File: src/rtl/alu_spi_responder_if.sv
// SPI pins plus ALU operand/result bus and frame status for alu_spi_responder.
`timescale 1ns/1ps

interface alu_spi_responder_if #(
  parameter int unsigned WIDTH = 4
);

  // SPI pins
  logic                 sclk;
  logic                 cs_n;
  logic                 mosi;
  logic                 miso;

  // ALU operand and result bus
  logic [WIDTH-1:0]     alu_a;
  logic [WIDTH-1:0]     alu_b;
  logic [1:0]           alu_opcode;
  logic [2*WIDTH-1:0]   alu_result;
  logic                 alu_n;
  logic                 alu_z;
  logic                 alu_c;
  logic                 alu_v;

  // Frame status
  logic                 busy;
  logic                 frame_valid;
  logic                 frame_err;

  // Responder side: SPI slave, drives the ALU operands
  modport slave (
    input  sclk, cs_n, mosi,
    input  alu_result, alu_n, alu_z, alu_c, alu_v,
    output miso,
    output alu_a, alu_b, alu_opcode,
    output busy, frame_valid, frame_err
  );

  // Environment side: SPI master plus the ALU itself
  modport master (
    output sclk, cs_n, mosi,
    output alu_result, alu_n, alu_z, alu_c, alu_v,
    input  miso,
    input  alu_a, alu_b, alu_opcode,
    input  busy, frame_valid, frame_err
  );

endinterface

File: src/rtl/alu_spi_responder.sv
// SPI mode-0 slave front end for the ALU: deserializes {opcode, A, B},
// drives the ALU operands, then shifts {result, N, Z, C, V} back on MISO
// within the same chip-select window. SPI pins are oversampled on clk.
`timescale 1ns/1ps

module alu_spi_responder #(
  parameter int unsigned WIDTH = 4
) (
  input  logic                  clk,
  input  logic                  rst,
  alu_spi_responder_if.slave    bus
);

  localparam int unsigned CMD_BITS = 2 + 2 * WIDTH;
  localparam int unsigned RSP_BITS = 2 * WIDTH + 4;
  localparam int unsigned CNT_W    = $clog2(RSP_BITS + 1);

  typedef enum logic [2:0] {
    S_IDLE,
    S_CMD,
    S_WAIT_LOAD,
    S_RESP,
    S_DONE
  } state_t;

  // Synchronizer chains; bit 0 is the newest sample
  logic [2:0]          sclk_sync;
  logic [2:0]          cs_sync;
  logic [1:0]          mosi_sync;

  // Edge strobes and sampled data
  logic                sclk_rise_c;
  logic                sclk_fall_c;
  logic                cs_fall_c;
  logic                cs_rise_c;
  logic                mosi_bit_c;
  logic [CMD_BITS-1:0] cmd_word_c;
  logic [RSP_BITS-1:0] rsp_word_c;

  // State and datapath registers
  state_t              state_q, state_nxt;
  logic [CMD_BITS-2:0] rx_q, rx_nxt;
  logic [RSP_BITS-2:0] tx_q, tx_nxt;
  logic [CNT_W-1:0]    cnt_q, cnt_nxt;
  logic                over_q, over_nxt;
  logic                miso_q, miso_nxt;
  logic [WIDTH-1:0]    alu_a_q, alu_a_nxt;
  logic [WIDTH-1:0]    alu_b_q, alu_b_nxt;
  logic [1:0]          alu_op_q, alu_op_nxt;
  logic                busy_q, busy_nxt;
  logic                valid_q, valid_nxt;
  logic                err_q, err_nxt;

  // Two-flop synchronizers plus a third sclk/cs_n stage for edge detection.
  // cs_n stages clear to 0 so a chip select held low through reset never
  // looks like a fresh falling edge; the frame in flight is simply ignored.
  always_ff @(posedge clk) begin
    if (rst) begin
      sclk_sync <= '0;
      cs_sync   <= '0;
      mosi_sync <= '0;
    end else begin
      sclk_sync <= {sclk_sync[1:0], bus.sclk};
      cs_sync   <= {cs_sync[1:0], bus.cs_n};
      mosi_sync <= {mosi_sync[0], bus.mosi};
    end
  end

  // Single-cycle edge strobes and the word views used by the FSM
  always_comb begin
    sclk_rise_c = sclk_sync[1] & ~sclk_sync[2];
    sclk_fall_c = ~sclk_sync[1] & sclk_sync[2];
    cs_fall_c   = ~cs_sync[1] & cs_sync[2];
    cs_rise_c   = cs_sync[1] & ~cs_sync[2];
    mosi_bit_c  = mosi_sync[1];
    cmd_word_c  = {rx_q, mosi_bit_c};
    rsp_word_c  = {bus.alu_result, bus.alu_n, bus.alu_z, bus.alu_c, bus.alu_v};
  end

  // State and datapath register bank
  always_ff @(posedge clk) begin
    if (rst) begin
      state_q  <= S_IDLE;
      rx_q     <= '0;
      tx_q     <= '0;
      cnt_q    <= '0;
      over_q   <= 1'b0;
      miso_q   <= 1'b0;
      alu_a_q  <= '0;
      alu_b_q  <= '0;
      alu_op_q <= '0;
      busy_q   <= 1'b0;
      valid_q  <= 1'b0;
      err_q    <= 1'b0;
    end else begin
      state_q  <= state_nxt;
      rx_q     <= rx_nxt;
      tx_q     <= tx_nxt;
      cnt_q    <= cnt_nxt;
      over_q   <= over_nxt;
      miso_q   <= miso_nxt;
      alu_a_q  <= alu_a_nxt;
      alu_b_q  <= alu_b_nxt;
      alu_op_q <= alu_op_nxt;
      busy_q   <= busy_nxt;
      valid_q  <= valid_nxt;
      err_q    <= err_nxt;
    end
  end

  // Frame FSM: next state, shift registers, operand load and status pulses
  always_comb begin
    state_nxt  = state_q;
    rx_nxt     = rx_q;
    tx_nxt     = tx_q;
    cnt_nxt    = cnt_q;
    over_nxt   = over_q;
    miso_nxt   = miso_q;
    alu_a_nxt  = alu_a_q;
    alu_b_nxt  = alu_b_q;
    alu_op_nxt = alu_op_q;
    valid_nxt  = 1'b0;
    err_nxt    = 1'b0;

    if (cs_rise_c && (state_q != S_IDLE)) begin
      // Chip select released: close the frame and report how it ended
      state_nxt = S_IDLE;
      miso_nxt  = 1'b0;
      cnt_nxt   = '0;
      over_nxt  = 1'b0;
      if ((state_q == S_DONE) && !over_q) begin
        valid_nxt = 1'b1;
      end else begin
        err_nxt = 1'b1;
      end
    end else begin
      case (state_q)
        S_IDLE: begin
          // sclk edges coinciding with the cs_n fall are deliberately dropped
          miso_nxt = 1'b0;
          cnt_nxt  = '0;
          over_nxt = 1'b0;
          if (cs_fall_c) begin
            state_nxt = S_CMD;
          end
        end

        S_CMD: begin
          miso_nxt = 1'b0;
          if (sclk_rise_c) begin
            rx_nxt  = cmd_word_c[CMD_BITS-2:0];
            cnt_nxt = cnt_q + CNT_W'(1);
            if (cnt_q == CNT_W'(CMD_BITS - 1)) begin
              alu_op_nxt = cmd_word_c[CMD_BITS-1 -: 2];
              alu_a_nxt  = cmd_word_c[2*WIDTH-1 -: WIDTH];
              alu_b_nxt  = cmd_word_c[WIDTH-1:0];
              state_nxt  = S_WAIT_LOAD;
            end
          end
        end

        S_WAIT_LOAD: begin
          // ALU has had at least half an sclk period to settle by this fall
          miso_nxt = 1'b0;
          if (sclk_fall_c) begin
            miso_nxt  = rsp_word_c[RSP_BITS-1];
            tx_nxt    = rsp_word_c[RSP_BITS-2:0];
            cnt_nxt   = '0;
            state_nxt = S_RESP;
          end
        end

        S_RESP: begin
          // cnt_q is the index of the bit currently on miso
          if (sclk_fall_c) begin
            if (cnt_q == CNT_W'(RSP_BITS - 1)) begin
              miso_nxt  = 1'b0;
              tx_nxt    = '0;
              state_nxt = S_DONE;
            end else begin
              miso_nxt = tx_q[RSP_BITS-2];
              tx_nxt   = {tx_q[RSP_BITS-3:0], 1'b0};
              cnt_nxt  = cnt_q + CNT_W'(1);
            end
          end
        end

        S_DONE: begin
          miso_nxt = 1'b0;
          if (sclk_rise_c) begin
            over_nxt = 1'b1;
          end
        end

        default: begin
          state_nxt = S_IDLE;
          miso_nxt  = 1'b0;
          cnt_nxt   = '0;
          over_nxt  = 1'b0;
        end
      endcase
    end

    busy_nxt = (state_nxt != S_IDLE);
  end

  // Registered outputs onto the bus
  assign bus.miso        = miso_q;
  assign bus.alu_a       = alu_a_q;
  assign bus.alu_b       = alu_b_q;
  assign bus.alu_opcode  = alu_op_q;
  assign bus.busy        = busy_q;
  assign bus.frame_valid = valid_q;
  assign bus.frame_err   = err_q;

endmodule

File: src/flat_wrapper.sv
// flat-port wrapper written by rule: the top's interface ports become plain ports
module alu_spi_responder_flat 
#(
  parameter int unsigned WIDTH = 4
)
  (clk, rst, bus_sclk, bus_cs_n, bus_mosi, bus_alu_result, bus_alu_n, bus_alu_z, bus_alu_c, bus_alu_v, bus_miso, bus_alu_a, bus_alu_b, bus_alu_opcode, bus_busy, bus_frame_valid, bus_frame_err);
  alu_spi_responder_if #(.WIDTH(WIDTH)) bus_i ();
  input  logic clk;
  input  logic rst;
  input wire logic [$bits(bus_i.sclk)-1:0] bus_sclk;
  input wire logic [$bits(bus_i.cs_n)-1:0] bus_cs_n;
  input wire logic [$bits(bus_i.mosi)-1:0] bus_mosi;
  input wire logic [$bits(bus_i.alu_result)-1:0] bus_alu_result;
  input wire logic [$bits(bus_i.alu_n)-1:0] bus_alu_n;
  input wire logic [$bits(bus_i.alu_z)-1:0] bus_alu_z;
  input wire logic [$bits(bus_i.alu_c)-1:0] bus_alu_c;
  input wire logic [$bits(bus_i.alu_v)-1:0] bus_alu_v;
  output wire logic [$bits(bus_i.miso)-1:0] bus_miso;
  output wire logic [$bits(bus_i.alu_a)-1:0] bus_alu_a;
  output wire logic [$bits(bus_i.alu_b)-1:0] bus_alu_b;
  output wire logic [$bits(bus_i.alu_opcode)-1:0] bus_alu_opcode;
  output wire logic [$bits(bus_i.busy)-1:0] bus_busy;
  output wire logic [$bits(bus_i.frame_valid)-1:0] bus_frame_valid;
  output wire logic [$bits(bus_i.frame_err)-1:0] bus_frame_err;
  assign bus_i.sclk = bus_sclk;
  assign bus_i.cs_n = bus_cs_n;
  assign bus_i.mosi = bus_mosi;
  assign bus_i.alu_result = bus_alu_result;
  assign bus_i.alu_n = bus_alu_n;
  assign bus_i.alu_z = bus_alu_z;
  assign bus_i.alu_c = bus_alu_c;
  assign bus_i.alu_v = bus_alu_v;
  assign bus_miso = bus_i.miso;
  assign bus_alu_a = bus_i.alu_a;
  assign bus_alu_b = bus_i.alu_b;
  assign bus_alu_opcode = bus_i.alu_opcode;
  assign bus_busy = bus_i.busy;
  assign bus_frame_valid = bus_i.frame_valid;
  assign bus_frame_err = bus_i.frame_err;
  alu_spi_responder #(.WIDTH(WIDTH)) u_core (.clk(clk), .rst(rst), .bus(bus_i));
endmodule
File: config.mk
export PLATFORM = sky130hd
export DESIGN_NAME = alu_spi_responder_flat
export DESIGN_NICKNAME = d
export VERILOG_FILES = /design/src/rtl/alu_spi_responder_if.sv /design/src/rtl/alu_spi_responder.sv /design/src/flat_wrapper.sv
export SDC_FILE = /design/constraint.sdc
export NUM_CORES = 1
export LEC_CHECK = 0
export CAP_MARGIN = 20
export CORE_MARGIN = 5
export CORE_UTILIZATION = 50
export DETAILED_ROUTE_END_ITERATION = 7
export PLACE_DENSITY_LB_ADDON = 0.1
export SLEW_MARGIN = 20
export SYNTH_ARGS = -nofsm -noshare
export SYNTH_HDL_FRONTEND = slang
export SYNTH_SLANG_ARGS = --single-unit
File: constraint.sdc
create_clock -name clk -period 4.3 [get_ports clk]
set_input_delay 1.075 -clock clk [delete_from_list [all_inputs] [get_ports clk]]
set_output_delay 1.075 -clock clk [all_outputs]
set_load 0.005 [all_outputs]
==> metrics, run 1 <==
combinational share of power=5.0%; Syn Inst Count=214; port buffer count=30; sequential area share after synthesis=48.7%; Slew @ Worst Pin=0.713 ns; Max Cap Viol=0; CTS Buf Count=5; ranking of synthesized cells by area=dfxtp_1, mux2i_1, nor2_1, a211oi_1, a22oi_1; CP Capture Type=register; Yosys top cell by area=dfxtp_1; Post-Synthesis Cell Area=about 0.0021 mm²; Critical Path AT=2.60 ns; predominant post-synthesis flop cell=dfxtp_1; DIE AREA=0.00549 mm²; antenna cells=0; drt pass-1 iters=4; HP Class=reg2reg; CTS tree=yes; DRT Wirelength=4.10 mm; Sw Pwr=165 µW; commonest non-fill, non-tap cell in the layout=dfxtp_1; residual DRC count=0; worst reg2reg endpoint=u_core.tx_q[6]; post-synthesis cell type count=37; Final Core Density=between 60% and 70%; DR iter-0 viols=between 100 and 150; Seq pwr share=56.6%; Pwr Density=334 mW/mm²; switch share=19.9%; Warnings, synthesis=0; Post-CTS Setup Bufs=0; RR Startpoint=u_core.state_q[1]; GRT Overall Usage=between 10% and 20%; Crit Path Category=in2reg; largest net degree at the start of global routing=23; Synth top area share=48.7%; via/cell ratio=roughly 5.4; DRT antenna net count=0; fillers=340; Layout Nets=258; Worst Clk Skew=0.00569 ns; clk sinks=50; Max Clock Freq=415 MHz; footprint of the multi-input gates=990 µm²; cells on worst reg2reg path=4; Internal=roughly 660 µW; vias in the first global route=~1600; total grt overflow=0; DP HPWL=2.88 mm; final slew viol count=0; Initial Util=51.4%; Die W=~74 µm; min cycle time layout=around 2.4 ns; final hold slack=0.448 ns; Final TNS setup=0 ns; Root Buffer=clkbuf_8; core area=0.00400 mm²; area grow syn2layout=20.8%; Worst-path clk slew=roughly 0.08 ns; Clock Power Share=38.4%; clk buf depth=2; first-pass GRT wire length=7.09 mm; Syn Nets=about 230; # resized after CTS=0; FF-to-FF setup slack=about 2.1 ns; overall power=829 µW; Req. time, crit path=~4.5 ns; critical path fanouts, max=22; outcome=complete, no violations; CP Launch Type=input port; H-Tree Depth=2; flip-flop and latch count after synthesis=50; GP Congestion=0.739; VDD IR max=roughly 230 µV; worst skew pair latency=0.29 ns; final cycle utilization of the critical path=around 56%; I/O pin cnt=31; hold_sp=u_core.sclk_sync[0]; Syn Area/Cell=9.60 µm²; row count=23; RSZ-0062 raised after global routing=false; FF+latch area=0.00100 mm²; hold path cells=1; Final Setup Violations=0; EDFF count, synth=0; P_leak=0.000910 µW; die height=74.1 µm; hold endpoint=u_core.sclk_sync[1]; Hold Vio Cnt, Final=0; DR WL/cell=14.1 µm; initial antenna violation count=0; ys async rst share=0%; layout cells sized above 1=5.42%; Hold Buf Count CTS=0; Rel. slew slack=a little over half; commonest cells after routing, fill and taps aside=dfxtp_1, nor2_1, clkdlybuf4s50_1; vias post-DR=1580
worst max-delay path by stage:
stage                     from                  end  cells after the start
after floorplan            rst  u_core.bus.alu_a[0]                      3
after global placement     rst    u_core.state_q[0]                      3
after detailed placement   rst    u_core.state_q[0]                      3
after CTS                  rst    u_core.state_q[0]                      3
after global routing       rst    u_core.state_q[0]                      3
final                      rst      u_core.cnt_q[2]                      3
critical path, cell delays in order:
cell,delay [ns]
clkdlybuf4s50_1,0.78
a21o_1,0.43
o32ai_1,0.32
cell families (layout without fill, tap and decap cells):
family | count (synthesis) | in the layout | share of synthesized area, %
AO/OA/AOI/OAI | 44 | 44 | 16.0
adder cells (fa/ha/maj) | 2 | 2 | 1.22
buffers and inverters | 16 | 42 | 3.65
flip-flops | 50 | 50 | 48.7
multiplexers | 20 | 20 | 9.74
AND/OR/NAND/NOR | 82 | 82 | 20.7
layer usage:
metal | up-vias | routed length, µm | global-route usage [%]
met4 | 0 | 32 | 5.43
met5 | - | 0 | 0
met2 | 33 | 2000 | 28.0
li1 | 811 | - | -
met3 | 4 | 165 | 3.24
met1 | 732 | 1900 | 20.5
layout make-up:
cell class / count / share of cell area, %
timing repair buffer: 32 / 12.7
sequential: 50 / 40.3
clock buffer: 7 / 3.07
clock inverter: 1 / 1.21
tap: 50 / 2.52
inverter: 2 / 0.302
multi-input combinational: 148 / 39.9
metrics by stage:
stage / cell area [µm²] / cells / setup WS (ns)
3_5_place_dp: 2370 / 282 / 1.58
3_3_place_gp: 2370 / 282 / 1.67
5_1_grt: 2480 / 290 / 1.70
6_report: 2480 / 290 / 1.89
4_1_cts: 2480 / 290 / 1.86
2_1_floorplan: 2050 / 214 / 2.49
cell usage after synthesis, types with 2 or more instances:
master	n
or3_1	3
mux2i_1	20
nor3b_1	2
nor2_1	38
a21o_1	2
a211oi_1	13
a211o_1	2
a21oi_1	7
nand3b_1	4
ha_1	2
dfxtp_1	50
inv_1	2
nand3_1	5
nand2b_1	5
o32ai_1	2
nor2b_1	10
a22oi_1	11
nor3_1	3
nand2_1	4
clkbuf_1	11
buf_4	2
state kept, by name, summed over array words and instances (netlist names):
signal and flops:
u_core.tx_q 11, u_core.rx_q 9, u_core.bus.alu_a 4, u_core.bus.alu_b 4, u_core.cnt_q 4, u_core.cs_sync 3, u_core.sclk_sync 3, u_core.state_q 3
u_core.bus.alu_opcode 2, u_core.mosi_sync 2, u_core.bus.busy 1, u_core.bus.frame_err 1, u_core.bus.frame_valid 1, u_core.bus.miso 1, u_core.over_q 1
power groups by stage:
stage	Sequential, µW	Combinational [µW]	Clock (µW)
final	470	41.1	318
after global routing	470	45.2	348
after CTS	470	41.3	326
after detailed placement	481	40.7	0
after global placement	480	39.7	0
after floorplan	479	22.0	0
(Power assumes the default switching activity.)
==> run 2, diff against run 1 <==
==> constraint.sdc (replaced) <==
create_clock -name clk -period 2.4 [get_ports clk]
set_input_delay 0.6 -clock clk [delete_from_list [all_inputs] [get_ports clk]]
set_output_delay 0.6 -clock clk [all_outputs]
set_load 0.005 [all_outputs]
==> run 2 against run 1 <==
Effect of this change: first-iteration DRC count is 35% lower; count of clock-buffer cells in the layout is 1 lower; utilization is 0.094 points higher; non-clock buffer count is 4 higher; power is 68% higher; critical endpoint is now u_core.tx_q[1]; worst setup slack worse by 1.4 ns; sequential power is 79% higher; wire length is 0.68% lower; clock skew is 0.0016 ns lower.
==> metrics, run 2 (synthesized netlist as in run 1, its figures left out) <==
outcome=complete, no violations; clk sinks=50; Final Setup Violations=0; vias post-DR=1600; CP Launch Type=register; antenna cells=0; overall power=1390 µW; fillers=338; Top Family by Delay on Critical Path=simple AND/OR/NAND/NOR gates; P_leak=between 0.0009 and 0.001 µW; Post-CTS Setup Bufs=0; I/O pin cnt=31; Final TNS setup=0 ns; Crit Path Category=reg2reg; Max Cap Viol=0; final slew viol count=0; CP Capture Type=register; Max Clock Freq=around 530 MHz; Non-Filler Instances=294; slowest stage cell, crit path=nor2_1; biggest regs=u_core.tx_q (11), u_core.rx_q (9); slack of the critical path=just over 0.5 ns; # resized after CTS=0; port buffer count=30; first-pass GRT wire length=6.84 mm; largest net degree at the start of global routing=26; Req. time, crit path=2.61 ns; DP HPWL=2.93 mm; die height=74.1 µm; H-Tree Depth=2; Initial Util=51.4%; area grow syn2layout=21.0%; placed cells=286; drt pass-1 iters=4; Die W=74.1 µm; vias in the first global route=1509; Critical Path AT=2.11 ns; Pwr Density=561 mW/mm²; Slew @ Worst Pin=0.668 ns; Layout Nets=262; crit path buf inv count=0; cells on worst reg2reg path=5; worst skew pair latency=approximately 0.3 ns; final cycle utilization of the critical path=between 70% and 80%; max reg flops=11; commonest cells after routing, fill and taps aside=dfxtp_1, nor2_1, clkdlybuf4s50_1; Root Buffer=clkbuf_8; dpl ws=0.509 ns; Crit path largest cell delay=0.54 ns; Worst path depth=5; clk buf depth=2; DRT Wirelength=4.07 mm; DR WL/cell=13.9 µm; Worst-path clk slew=around 0.09 ns; critical path fanouts, max=10; residual DRC count=0; Worst Clk Skew=0.00410 ns; commonest non-fill, non-tap cell in the layout=dfxtp_1; via/cell ratio=between 5 and 6; FF-to-FF setup slack=0.50 ns; worst setup path start=u_core.cnt_q[0]; Final Core Density=just over 60%; GRT Overall Usage=between 10% and 20%; crit-path cells=ha_1, and3b_1, nor2_1, a22oi_1, a211oi_1; total grt overflow=0; critical path capture point=u_core.tx_q[1]; worst reg2reg endpoint=u_core.tx_q[1]; VDD IR max=around 360 µV; DRT antenna net count=0; core area=around 0.0040 mm²; initial antenna violation count=0; min cycle time layout=1.90 ns; layout cells sized above 1=about 7.4%; HP Class=reg2reg; RSZ-0062 raised after global routing=false; Hold Vio Cnt, Final=0; DR iter-0 viols=roughly 70; Hold Buf Count CTS=0; CTS tree=yes; row count=23; CTS Buf Count=5; DIE AREA=0.00549 mm²; RR Startpoint=u_core.cnt_q[0]; Rel. slew slack=55.3%; GP Congestion=0.797; register name with the most flops=u_core.tx_q
run 2: worst register-to-register path, stage by stage, from the launching register on:
cell and delay, ns:
dfxtp_1 0.35, ha_1 0.25, and3b_1 0.23, nor2_1 0.54, a22oi_1 0.17, a211oi_1 0.27
run 2: layout make-up:
| cell class | count | area, µm² | area share, % |
|---|---|---|---|
| multi-input cells | 148 | 983 | 39.6 |
| well taps | 50 | 62.6 | 2.52 |
| clock buffers | 6 | 72.6 | 2.92 |
| flip-flops and latches | 50 | 1000 | 40.3 |
| clock inverters | 2 | 13.8 | 0.554 |
| repair buffers | 36 | 345 | 13.9 |
| inverters | 2 | 7.51 | 0.302 |
run 2: how the worst min path moves through the flow:
stage	to	slack, ns	startpoint	cells after the start
after floorplan	u_core.cs_sync[1]	0.41	u_core.cs_sync[0]	1
after global placement	u_core.cs_sync[1]	0.42	u_core.cs_sync[0]	1
after detailed placement	u_core.sclk_sync[1]	0.43	u_core.sclk_sync[0]	1
after CTS	u_core.sclk_sync[1]	0.45	u_core.sclk_sync[0]	1
after global routing	u_core.sclk_sync[1]	0.48	u_core.sclk_sync[0]	1
final	u_core.sclk_sync[1]	0.45	u_core.sclk_sync[0]	1
run 2: routing by layer:
| metal | global-route usage [%] | vias to the layer above | wire, µm |
|---|---|---|---|
| li1 | - | 818 | - |
| met1 | 19.3 | 752 | 1890 |
| met2 | 27.6 | 25 | 1980 |
| met3 | 4.46 | 5 | 166 |
| met4 | 4.23 | 0 | 40 |
| met5 | 0 | - | 0 |
run 2: per-stage QoR:
step | area [µm²] | hold WS (ns)
after global routing | 2490 | 0.478
after detailed placement | 2400 | 0.428
after CTS | 2490 | 0.449
after global placement | 2400 | 0.419
final | 2490 | 0.448
after floorplan | 2050 | 0.414
run 2: where the power goes:
| part | internal, µW | total [µW] | switching (µW) | leakage (µW) |
|---|---|---|---|---|
| registers | 836 | 841 | 5.29 | 0.000404 |
| clock network | 206 | 480 | 273 | 0.0000452 |
| logic | 42.6 | 73.9 | 31.4 | 0.000472 |
| total | 1080 | 1390 | 310 | 0.000921 |
